`config.mk`:
```
export PLATFORM = sky130hd
export DESIGN_NAME = mem_access_unit_flat
export DESIGN_NICKNAME = d
export VERILOG_FILES = /design/src/rtl/mau_pkg.sv /design/src/rtl/mau_if.sv /design/src/rtl/mau_extend.sv /design/src/rtl/mem_access_unit.sv /design/src/flat_wrapper.sv
export SDC_FILE = /design/constraint.sdc
export NUM_CORES = 1
export LEC_CHECK = 0
export CORE_ASPECT_RATIO = 0.7
export CORE_MARGIN = 2
export CORE_UTILIZATION = 55
export CTS_BUF_LIST = sky130_fd_sc_hd__clkbuf_4 sky130_fd_sc_hd__clkbuf_8 sky130_fd_sc_hd__clkbuf_16
export CTS_CLUSTER_DIAMETER = 120
export DETAILED_ROUTE_END_ITERATION = 6
export PLACE_DENSITY_LB_ADDON = 0.08
export RECOVER_POWER = 25
export SLEW_MARGIN = 20
export SYNTH_ARGS = -nofsm -noshare
export SYNTH_HDL_FRONTEND = slang
export SYNTH_SLANG_ARGS = --single-unit
export TNS_END_PERCENT = 100
```
`constraint.sdc`:
```
create_clock -name clk -period 6.55 [get_ports clk]
set_input_delay 0.9825 -clock clk [delete_from_list [all_inputs] [get_ports clk]]
set_output_delay 0.9825 -clock clk [all_outputs]
set_load 0.02 [all_outputs]
```
`src/rtl/mau_pkg.sv`:
```
// Shared size codes, FSM encodings and helpers for the memory access unit.
package mau_pkg;

  localparam logic [1:0] SZ_BYTE = 2'b00;
  localparam logic [1:0] SZ_HALF = 2'b01;
  localparam logic [1:0] SZ_WORD = 2'b10;
  localparam logic [1:0] SZ_RSVD = 2'b11;

  localparam logic [1:0] IDLE  = 2'd0;
  localparam logic [1:0] ISSUE = 2'd1;
  localparam logic [1:0] DRAIN = 2'd2;
  localparam logic [1:0] RESP  = 2'd3;

  // Request attributes held for the lifetime of one access.
  typedef struct packed {
    logic       rw;
    logic [1:0] size;
    logic       sgn;
    logic       err;
  } req_t;

  function automatic logic [2:0] size_bytes(input logic [1:0] size);
    case (size)
      SZ_BYTE: return 3'd1;
      SZ_HALF: return 3'd2;
      default: return 3'd4;
    endcase
  endfunction

endpackage

```
`src/rtl/mau_if.sv`:
```
// Datapath request/response bus and byte-wide memory port of the access unit.
interface mau_req_if #(parameter int ADDR_W = 32);
  logic              valid;
  logic              ready;
  logic              rw;
  logic [1:0]        size;
  logic              sgn;
  logic [ADDR_W-1:0] addr;
  logic [31:0]       wdata;
  logic              resp_valid;
  logic [31:0]       resp_rdata;
  logic              resp_err;

  modport master (output valid, rw, size, sgn, addr, wdata,
                  input  ready, resp_valid, resp_rdata, resp_err);
  modport slave  (input  valid, rw, size, sgn, addr, wdata,
                  output ready, resp_valid, resp_rdata, resp_err);
endinterface

interface mau_mem_if #(parameter int ADDR_W = 32);
  logic              en;
  logic              rw;
  logic [ADDR_W-1:0] addr;
  logic [7:0]        wdata;
  logic [7:0]        rdata;

  modport master (output en, rw, addr, wdata, input rdata);
  modport slave  (input en, rw, addr, wdata, output rdata);
endinterface

```
`src/rtl/mau_extend.sv`:
```
// Sign/zero extension of an assembled load value of 1, 2 or 4 bytes.
module mau_extend
  import mau_pkg::*;
(
  input  logic [31:0] raw,
  input  logic [1:0]  size,
  input  logic        sgn,
  output logic [31:0] ext
);

  always_comb begin
    ext = raw;
    case (size)
      SZ_BYTE: ext = {{24{sgn & raw[7]}}, raw[7:0]};
      SZ_HALF: ext = {{16{sgn & raw[15]}}, raw[15:0]};
      default: ext = raw;
    endcase
  end

endmodule

```
`src/rtl/mem_access_unit.sv`:
```
// Runs one load/store as a sequence of big-endian single-byte memory accesses.
module mem_access_unit
  import mau_pkg::*;
#(
  parameter int MEM_BYTES = 512,
  parameter int ADDR_W    = 32
) (
  input  logic       clk,
  input  logic       rst,
  mau_req_if.slave   req,
  mau_mem_if.master  mem
);

  localparam logic [ADDR_W:0] MEM_LIMIT = (ADDR_W+1)'(MEM_BYTES);

  logic [1:0]        state_reg;
  req_t              cur_reg;
  logic [1:0]        idx_reg;
  logic [31:0]       wdata_reg;
  logic [31:0]       data_reg;
  logic              mem_en_reg;
  logic              mem_rw_reg;
  logic [ADDR_W-1:0] mem_addr_reg;
  logic [7:0]        mem_wdata_reg;

  logic [2:0]        req_n;
  logic [1:0]        align_mask;
  logic [ADDR_W:0]   req_end;
  logic              req_err;
  logic [31:0]       wdata_aligned;
  logic [1:0]        last_idx;
  logic [31:0]       ext_data;

  assign req_n      = size_bytes(req.size);
  assign align_mask = 2'(req_n - 3'd1);
  assign req_end    = {1'b0, req.addr} + {{(ADDR_W-2){1'b0}}, req_n};
  assign req_err    = (req.size == SZ_RSVD) || (|(req.addr[1:0] & align_mask)) ||
                      (req_end > MEM_LIMIT);
  assign last_idx   = 2'(size_bytes(cur_reg.size) - 3'd1);

  // Store bytes are left-justified so the MSB always leaves from bits [31:24].
  always_comb begin
    wdata_aligned = req.wdata;
    case (req.size)
      SZ_BYTE: wdata_aligned = {req.wdata[7:0], 24'd0};
      SZ_HALF: wdata_aligned = {req.wdata[15:0], 16'd0};
      default: wdata_aligned = req.wdata;
    endcase
  end

  always_ff @(posedge clk) begin
    if (rst) begin
      state_reg     <= IDLE;
      cur_reg       <= '0;
      idx_reg       <= '0;
      wdata_reg     <= '0;
      data_reg      <= '0;
      mem_en_reg    <= 1'b0;
      mem_rw_reg    <= 1'b0;
      mem_addr_reg  <= '0;
      mem_wdata_reg <= '0;
    end else begin
      case (state_reg)
        IDLE: begin
          if (req.valid) begin
            cur_reg  <= '{rw: req.rw, size: req.size, sgn: req.sgn, err: req_err};
            idx_reg  <= '0;
            data_reg <= '0;
            if (req_err) begin
              state_reg <= RESP;
            end else begin
              state_reg     <= ISSUE;
              mem_en_reg    <= 1'b1;
              mem_rw_reg    <= req.rw;
              mem_addr_reg  <= req.addr;
              mem_wdata_reg <= wdata_aligned[31:24];
              wdata_reg     <= wdata_aligned << 8;
            end
          end
        end
        ISSUE: begin
          // Read data lags its strobe by one cycle, so capture trails the index.
          if (!cur_reg.rw && idx_reg != 2'd0)
            data_reg <= {data_reg[23:0], mem.rdata};
          if (idx_reg == last_idx) begin
            mem_en_reg    <= 1'b0;
            mem_rw_reg    <= 1'b0;
            mem_addr_reg  <= '0;
            mem_wdata_reg <= '0;
            state_reg     <= cur_reg.rw ? RESP : DRAIN;
          end else begin
            idx_reg       <= idx_reg + 2'd1;
            mem_addr_reg  <= mem_addr_reg + ADDR_W'(1);
            mem_wdata_reg <= wdata_reg[31:24];
            wdata_reg     <= wdata_reg << 8;
          end
        end
        DRAIN: begin
          data_reg  <= {data_reg[23:0], mem.rdata};
          state_reg <= RESP;
        end
        default: state_reg <= IDLE;
      endcase
    end
  end

  mau_extend u_extend (
    .raw  (data_reg),
    .size (cur_reg.size),
    .sgn  (cur_reg.sgn),
    .ext  (ext_data)
  );

  assign req.ready      = (state_reg == IDLE);
  assign req.resp_valid = (state_reg == RESP);
  assign req.resp_err   = (state_reg == RESP) && cur_reg.err;
  assign req.resp_rdata = ((state_reg == RESP) && !cur_reg.err && !cur_reg.rw) ? ext_data : 32'd0;

  assign mem.en    = mem_en_reg;
  assign mem.rw    = mem_rw_reg;
  assign mem.addr  = mem_addr_reg;
  assign mem.wdata = mem_wdata_reg;

endmodule

```
`src/flat_wrapper.sv`:
```
// flat-port wrapper written by rule: the top's interface ports become plain ports
module mem_access_unit_flat import mau_pkg::*;
#(
  parameter int MEM_BYTES = 512,
  parameter int ADDR_W    = 32
)
  (clk, rst, req_valid, req_rw, req_size, req_sgn, req_addr, req_wdata, req_ready, req_resp_valid, req_resp_rdata, req_resp_err, mem_en, mem_rw, mem_addr, mem_wdata, mem_rdata);
  mau_req_if #(.ADDR_W(ADDR_W)) req_i ();
  mau_mem_if #(.ADDR_W(ADDR_W)) mem_i ();
  input  logic clk;
  input  logic rst;
  input wire logic [$bits(req_i.valid)-1:0] req_valid;
  input wire logic [$bits(req_i.rw)-1:0] req_rw;
  input wire logic [$bits(req_i.size)-1:0] req_size;
  input wire logic [$bits(req_i.sgn)-1:0] req_sgn;
  input wire logic [$bits(req_i.addr)-1:0] req_addr;
  input wire logic [$bits(req_i.wdata)-1:0] req_wdata;
  output wire logic [$bits(req_i.ready)-1:0] req_ready;
  output wire logic [$bits(req_i.resp_valid)-1:0] req_resp_valid;
  output wire logic [$bits(req_i.resp_rdata)-1:0] req_resp_rdata;
  output wire logic [$bits(req_i.resp_err)-1:0] req_resp_err;
  output wire logic [$bits(mem_i.en)-1:0] mem_en;
  output wire logic [$bits(mem_i.rw)-1:0] mem_rw;
  output wire logic [$bits(mem_i.addr)-1:0] mem_addr;
  output wire logic [$bits(mem_i.wdata)-1:0] mem_wdata;
  input wire logic [$bits(mem_i.rdata)-1:0] mem_rdata;
  assign req_i.valid = req_valid;
  assign req_i.rw = req_rw;
  assign req_i.size = req_size;
  assign req_i.sgn = req_sgn;
  assign req_i.addr = req_addr;
  assign req_i.wdata = req_wdata;
  assign req_ready = req_i.ready;
  assign req_resp_valid = req_i.resp_valid;
  assign req_resp_rdata = req_i.resp_rdata;
  assign req_resp_err = req_i.resp_err;
  assign mem_en = mem_i.en;
  assign mem_rw = mem_i.rw;
  assign mem_addr = mem_i.addr;
  assign mem_wdata = mem_i.wdata;
  assign mem_i.rdata = mem_rdata;
  mem_access_unit #(.MEM_BYTES(MEM_BYTES), .ADDR_W(ADDR_W)) u_core (.clk(clk), .rst(rst), .req(req_i), .mem(mem_i));
endmodule
```
After elaboration in Yosys (flattened, before gate mapping)

Index checks and enable logic that the tools add are counted.

Logic and storage cells: 90
Output and inout bits: 77
Bits of input ports: 79
Register bits after elaboration: 115

Add/sub/neg operators: 5
$lt $le $gt $ge: 1
Multiplexer cells: 35
Bitwise gates (word level): 3
Reductions and logical operators: 22
Equal/unequal tests: 12

Operators with widths:

| operator                                              | count |
|---|---|
| 2-to-1 mux 32 bit                                     | 9 |
| one-hot mux 32 bit (2 select lines)                   | 4 |
| one-hot mux 32 bit (3 select lines)                   | 1 |
| adder 32 x 3 -> 33 bit                                | 1 |
| > comparator 33 x 10 -> 1 bit (second input constant) | 1 |
| adder 32 x 1 -> 32 bit (second input constant)        | 1 |
| 2-to-1 mux 8 bit                                      | 3 |
| one-hot mux 8 bit (2 select lines)                    | 1 |
| 2-to-1 mux 2 bit                                      | 5 |
| AND reduction 3 bit                                   | 3 |
| one-hot mux 2 bit (2 select lines)                    | 2 |
| AND reduction 4 bit                                   | 2 |
| == test 2 x 1 -> 1 bit (second input constant)        | 3 |
| == test 2 bit (second input constant)                 | 3 |
| zero test 2 bit                                       | 3 |
| 2-to-1 mux 1 bit                                      | 6 |
| != test 2 bit (second input constant)                 | 3 |
| one-hot mux 2 bit (3 select lines)                    | 1 |
| one-hot mux 3 bit (2 select lines)                    | 1 |
| logical AND 1 bit                                     | 4 |
| != test 2 x 1 -> 1 bit (second input constant)        | 2 |
| one-hot mux 1 bit (2 select lines)                    | 2 |
| AND reduction 2 bit                                   | 2 |
| nonzero test 2 bit                                    | 2 |
| other kinds (9)                                       | 13 |

Logic depth before layout (Yosys ltp)

Word-level depth: 10
Depth in mapped cells: 16
Mapped depth without buffers: 12

Modules after synthesis

Synthesis repeated with hierarchy kept, for this count alone.

Cells, all modules: 935
Area, all modules: 6859.1 µm²

Modules (own cells, without submodules):

| module          | cells an instance | area each (µm²) | instances |
|---|---|---|---|
| mem_access_unit | 869               | 6473.7          | 1 |
| mau_extend      | 66                | 385.4           | 1 |

Worst setup path after synthesis

No wires, ideal clock.

Path type: input to register
Start point: input port req_size[0]
End point: register u_core.mem_addr_reg[4] (netlist: u_core.mem.addr[4])
Stages on the path: 14
Slack: 2.345 ns
Data required time: 6.475 ns
Arrival: 4.130 ns
Library setup time: 0.075 ns
Path through: buf_1 > nor2_1 > ha_1 > fa_1 > a21oi_1 > a21o_1 > nor2_1 > xor2_1 > nor4_4 > and4_4 > a21oi_4 > buf_6 > or4_1 > a31oi_1

Cells in the longest elaborated chain, start to end: 9
Elaborated cells between the ends (all ways): 13
Classes of those cells: 2 x add/sub; 1 x order compare; 3 x eq/ne; 1 x mux; 1 x bitwise; 5 x reduce/logical

Ends and longest elaborated chain:

| what                                                                           | line                  | source |
|---|---|---|
| start: declaration                                                             | flat_wrapper.sv:14    | `input wire logic [$bits(req_i.size)-1:0] req_size;` |
| parallel branches: the longest is 6 deep, another holds adder 32 x 3 -> 33 bit | -                     |  |
| logical OR 1 bit *                                                             | mem_access_unit.sv:37 | `assign req_err = (req.size == SZ_RSVD) \|\| (\|(req.addr[1:0] & align_mask)) \|\|` |
| != test 2 bit (no source line) *                                               | -                     |  |
| AND reduction 3 bit (no source line) *                                         | -                     |  |
| end signal: assignment                                                         | mem_access_unit.sv:75 | `mem_addr_reg <= req.addr;` |
| end signal: assignment                                                         | mem_access_unit.sv:93 | `mem_addr_reg <= mem_addr_reg + ADDR_W'(1);` |
| end: declaration                                                               | mem_access_unit.sv:23 | `logic [ADDR_W-1:0] mem_addr_reg;` |

Mark *: on every way between the ends.
A chain may end at the register's enable or synchronous reset.

Final worst setup path

Start point: input port req_size[0]
End point: register u_core.wdata_reg[27]

Cells in the longest elaborated chain, start to end: 9
Elaborated cells between the ends (all ways): 17
Classes of those cells: 2 x add/sub; 1 x order compare; 3 x eq/ne; 5 x mux; 1 x bitwise; 5 x reduce/logical

Ends and longest elaborated chain:

| what                                                                           | line                  | source |
|---|---|---|
| parallel branches: the longest is 9 deep, another holds adder 32 x 3 -> 33 bit | -                     |  |
| end signal: assignment                                                         | mem_access_unit.sv:77 | `wdata_reg <= wdata_aligned << 8;` |
| end signal: assignment                                                         | mem_access_unit.sv:95 | `wdata_reg <= wdata_reg << 8;` |
| end: declaration                                                               | mem_access_unit.sv:19 | `logic [31:0] wdata_reg;` |

Several ways; the timed one is not identified. The select of a mux whose other input is x is not followed.

==> results.py <==
metrics = {
    "synthesis": {
        "synth_nets": 994,
        "synth.distinct_cells": 62,
        "synth_common_cells": "a21oi_1 (129), dfxtp_1 (107), nand2_1 (96)",
        "yosysMostFrequentCell": "a21oi_1",
        "synth-edff-count": 0,
        "ys_warn_count": 0,
        "synth-seq-cells": 107,
        "synthCells": 903,
        "synth.avg_cell_area_um2": 7.31,
        "synthesis.area_mm2": 0.00660,
        "synth_area_leader_cell": "dfxtp_1",
        "synth_area_leaders": "dfxtp_1 (32%), a21oi_1 (9.8%), o21ai_0 (6.3%), nand2_1 (5.5%), nand3_1 (4.7%)",
        "synth_top_area_share": 0.324,
        "yosysSeqAreaShare": 0.324,
        "ys_dominant_reg_cell": "dfxtp_1",
        "ys_async_sr_fraction": 0,
    },
    "pwr": {
        "p_total_mw": 2.12,
        "power.density_mw_per_mm2": 251,
        "p_leak_nw": 2.96,
        "ir_worst_vdd_v": 0.000242,
    },
    "critical_path": {
        "cp.arrival_ns": 5.81,
        "crit_path_top_delay_cell": "clkdlybuf4s50_1",
        "cp_max_fo": 25,
        "r2r_slack_ns": 3.40,
        "crit_chain": "clkdlybuf4s50_1, nand2b_1, ha_1, xnor2_1, o21a_1, nor4_1, o211ai_1, a211oi_1, and4_4, a21o_1, nand2_2, o31ai_1",
        "required_ns": 6.76,
        "crit_path_start_kind": "input port",
        "crit_type": "input port to flip-flop",
        "endpoint_kind": "flip-flop",
        "cp_top_family": "compound AO/OA/AOI/OAI gates",
        "critPathMaxStageDelay_ns": 0.85,
        "critPathBufInv": 1,
    },
    "clock_tree": {
        "cts_buffers": 9,
        "ctsResizeCount": 0,
        "insertion_delay_ns": 0.35,
        "post_cts_buffers": 0,
        "cts_sinks": 107,
        "cts_tree": "built",
        "clk_transition_reported_paths_ns": 0.07,
        "clock_path_buffers": 2,
        "htree_levels": 3,
        "root_buffer": "clkbuf_16",
        "postCtsHoldBufs": 0,
    },
    "global_route": {
        "grt_pass1_vias": 6239,
        "overflow": 0,
        "grt_pass1_wl_um": 31600,
        "track_usage": 0.300,
        "grt_max_degree": 103,
        "antenna_found_initial": 0,
    },
    "detailed_routing": {
        "wl_um": 19600,
        "firstDrtPassIters": 5,
        "route.vias.total": 7222,
        "drt_first_iter_violations": 686,
        "viasPerCell": 6.17,
        "post-route-drc-count": 0,
        "wl_per_cell_um": 16.7,
        "antenna_left": 0,
    },
    "timing": {
        "min_period_over_period": 0.854,
        "hold_violations": 0,
        "slew_headroom": -1.99,
        "fmax_mhz": 179,
        "holdWs_ns": 0.451,
        "finalSetupViolCount": 0,
        "rsz0062_at_grt": "no",
        "skew_ns": 0.0116,
        "period_minus_slack_ns": 5.59,
        "timing.final.ws_setup_ns": 0.957,
        "fin_setup_tns_ns": 0,
        "tightestPinTransition_ns": 4.49,
        "slew_violations": 103,
    },
    "min_path": {
        "min_path_type": "flip-flop to flip-flop",
    },
    "floorplan": {
        "coreArea_mm2": 0.0117,
        "fp.dieW_um": 135,
        "die_h_um": 95.7,
        "die_area_mm2": 0.0129,
        "rows": 33,
        "num_io_pins": 156,
        "start_util": 0.563,
    },
    "finish": {
        "drive_gt1_frac": 0.0454,
        "fin_nets": 1100,
        "final_util": 0.720,
        "area_growth_pct": 27.9,
        "diodes": 0,
    },
    "placement": {
        "dp_worst_setup_slack_ns": 0.726,
        "globalplace.congestion": 0.941,
        "hpwl_um": 13600,
        "port_buffers": 155,
    },
    "run_status": {
        "status": "complete, but fails checks",
        "violations": "max-capacitance violations, max-slew violations",
    },
    "flow_run": {
        "drv_cap": 1,
    },
}
per-layer routing:
metal,part of all wire,vias up,GRT usage
met5,0,-,0
met4,0.013,0,0.0712
met3,0.077,28,0.0611
met2,0.43,327,0.428
met1,0.48,3361,0.457
li1,-,3506,-
kinds of logic after synthesis:
group | synth area share
simple gates | 0.309
buf+inv | 0.0612
xor+xnor | 0.00928
flops | 0.324
mux | 0.0184
fa+ha+maj | 0.0239
compound gates | 0.254
path summary, 6_finish.rpt:
kind	from	to	depth (start not counted)
worst min-delay path	u_core.data_reg[29]	u_core.data_reg[29]	2
worst min register to register	u_core.data_reg[29]	u_core.data_reg[29]	2
worst max register to register	u_core.state_reg[0]	u_core.wdata_reg[27]	8
worst max-delay path	req_size[0]	u_core.wdata_reg[27]	12
per-stage QoR:
step / instances / instance area, um2
floorplan: 903 / 6600
global placement: 1155 / 8130
detailed placement: 1155 / 8130
CTS: 1171 / 8450
global route: 1171 / 8450
finish: 1171 / 8450
power by group:
part	leakage [nW]	total (mW)	internal (mW)	switching (mW)
registers	0.865	0.765	0.711	0.0534
logic	1.94	0.779	0.236	0.544
clock network	0.156	0.576	0.318	0.258
worst min-delay path, stage by stage (launching register included):
cell     delay (ns)
dfxtp_1        0.31
nand2_1        0.05
a21oi_1        0.05
cell usage in the layout (no fill, tap or decap), types with 3 or more instances in the layout:
cell and instances:
a21oi_1 129, clkdlybuf4s50_1 113, dfxtp_1 107, nand2_1 96, o21ai_0 83, nand3_1 62, nor2_1 60, dlygate4sd3_1 41
inv_1 27, and3_1 25, nor2b_1 19, nand4b_1 18, a31oi_1 16, nor3b_1 13, or4_1 13, nand4_1 11
mux2i_1 11, a311oi_1 11, ha_1 11, and2_1 10, a22oi_1 10, o31ai_1 9, clkbuf_16 9, nor3_1 8
nor4_1 8, a32oi_1 8, buf_4 8, a211oi_1 6, or2_2 5, nand2b_1 5, or3_1 5, and4_1 5
xnor2_1 4, a21o_1 3, xor2_1 3
layout make-up:
class / instances / area, um2
inverters: 27 / 101
repair buffers: 165 / 1630
flip-flops and latches: 107 / 2140
clock buffers: 11 / 246
clock inverters: 5 / 67.6
well taps: 157 / 196
fillers: 1014 / 3280
multi-input cells: 699 / 4060
(Power assumes the default switching activity.)
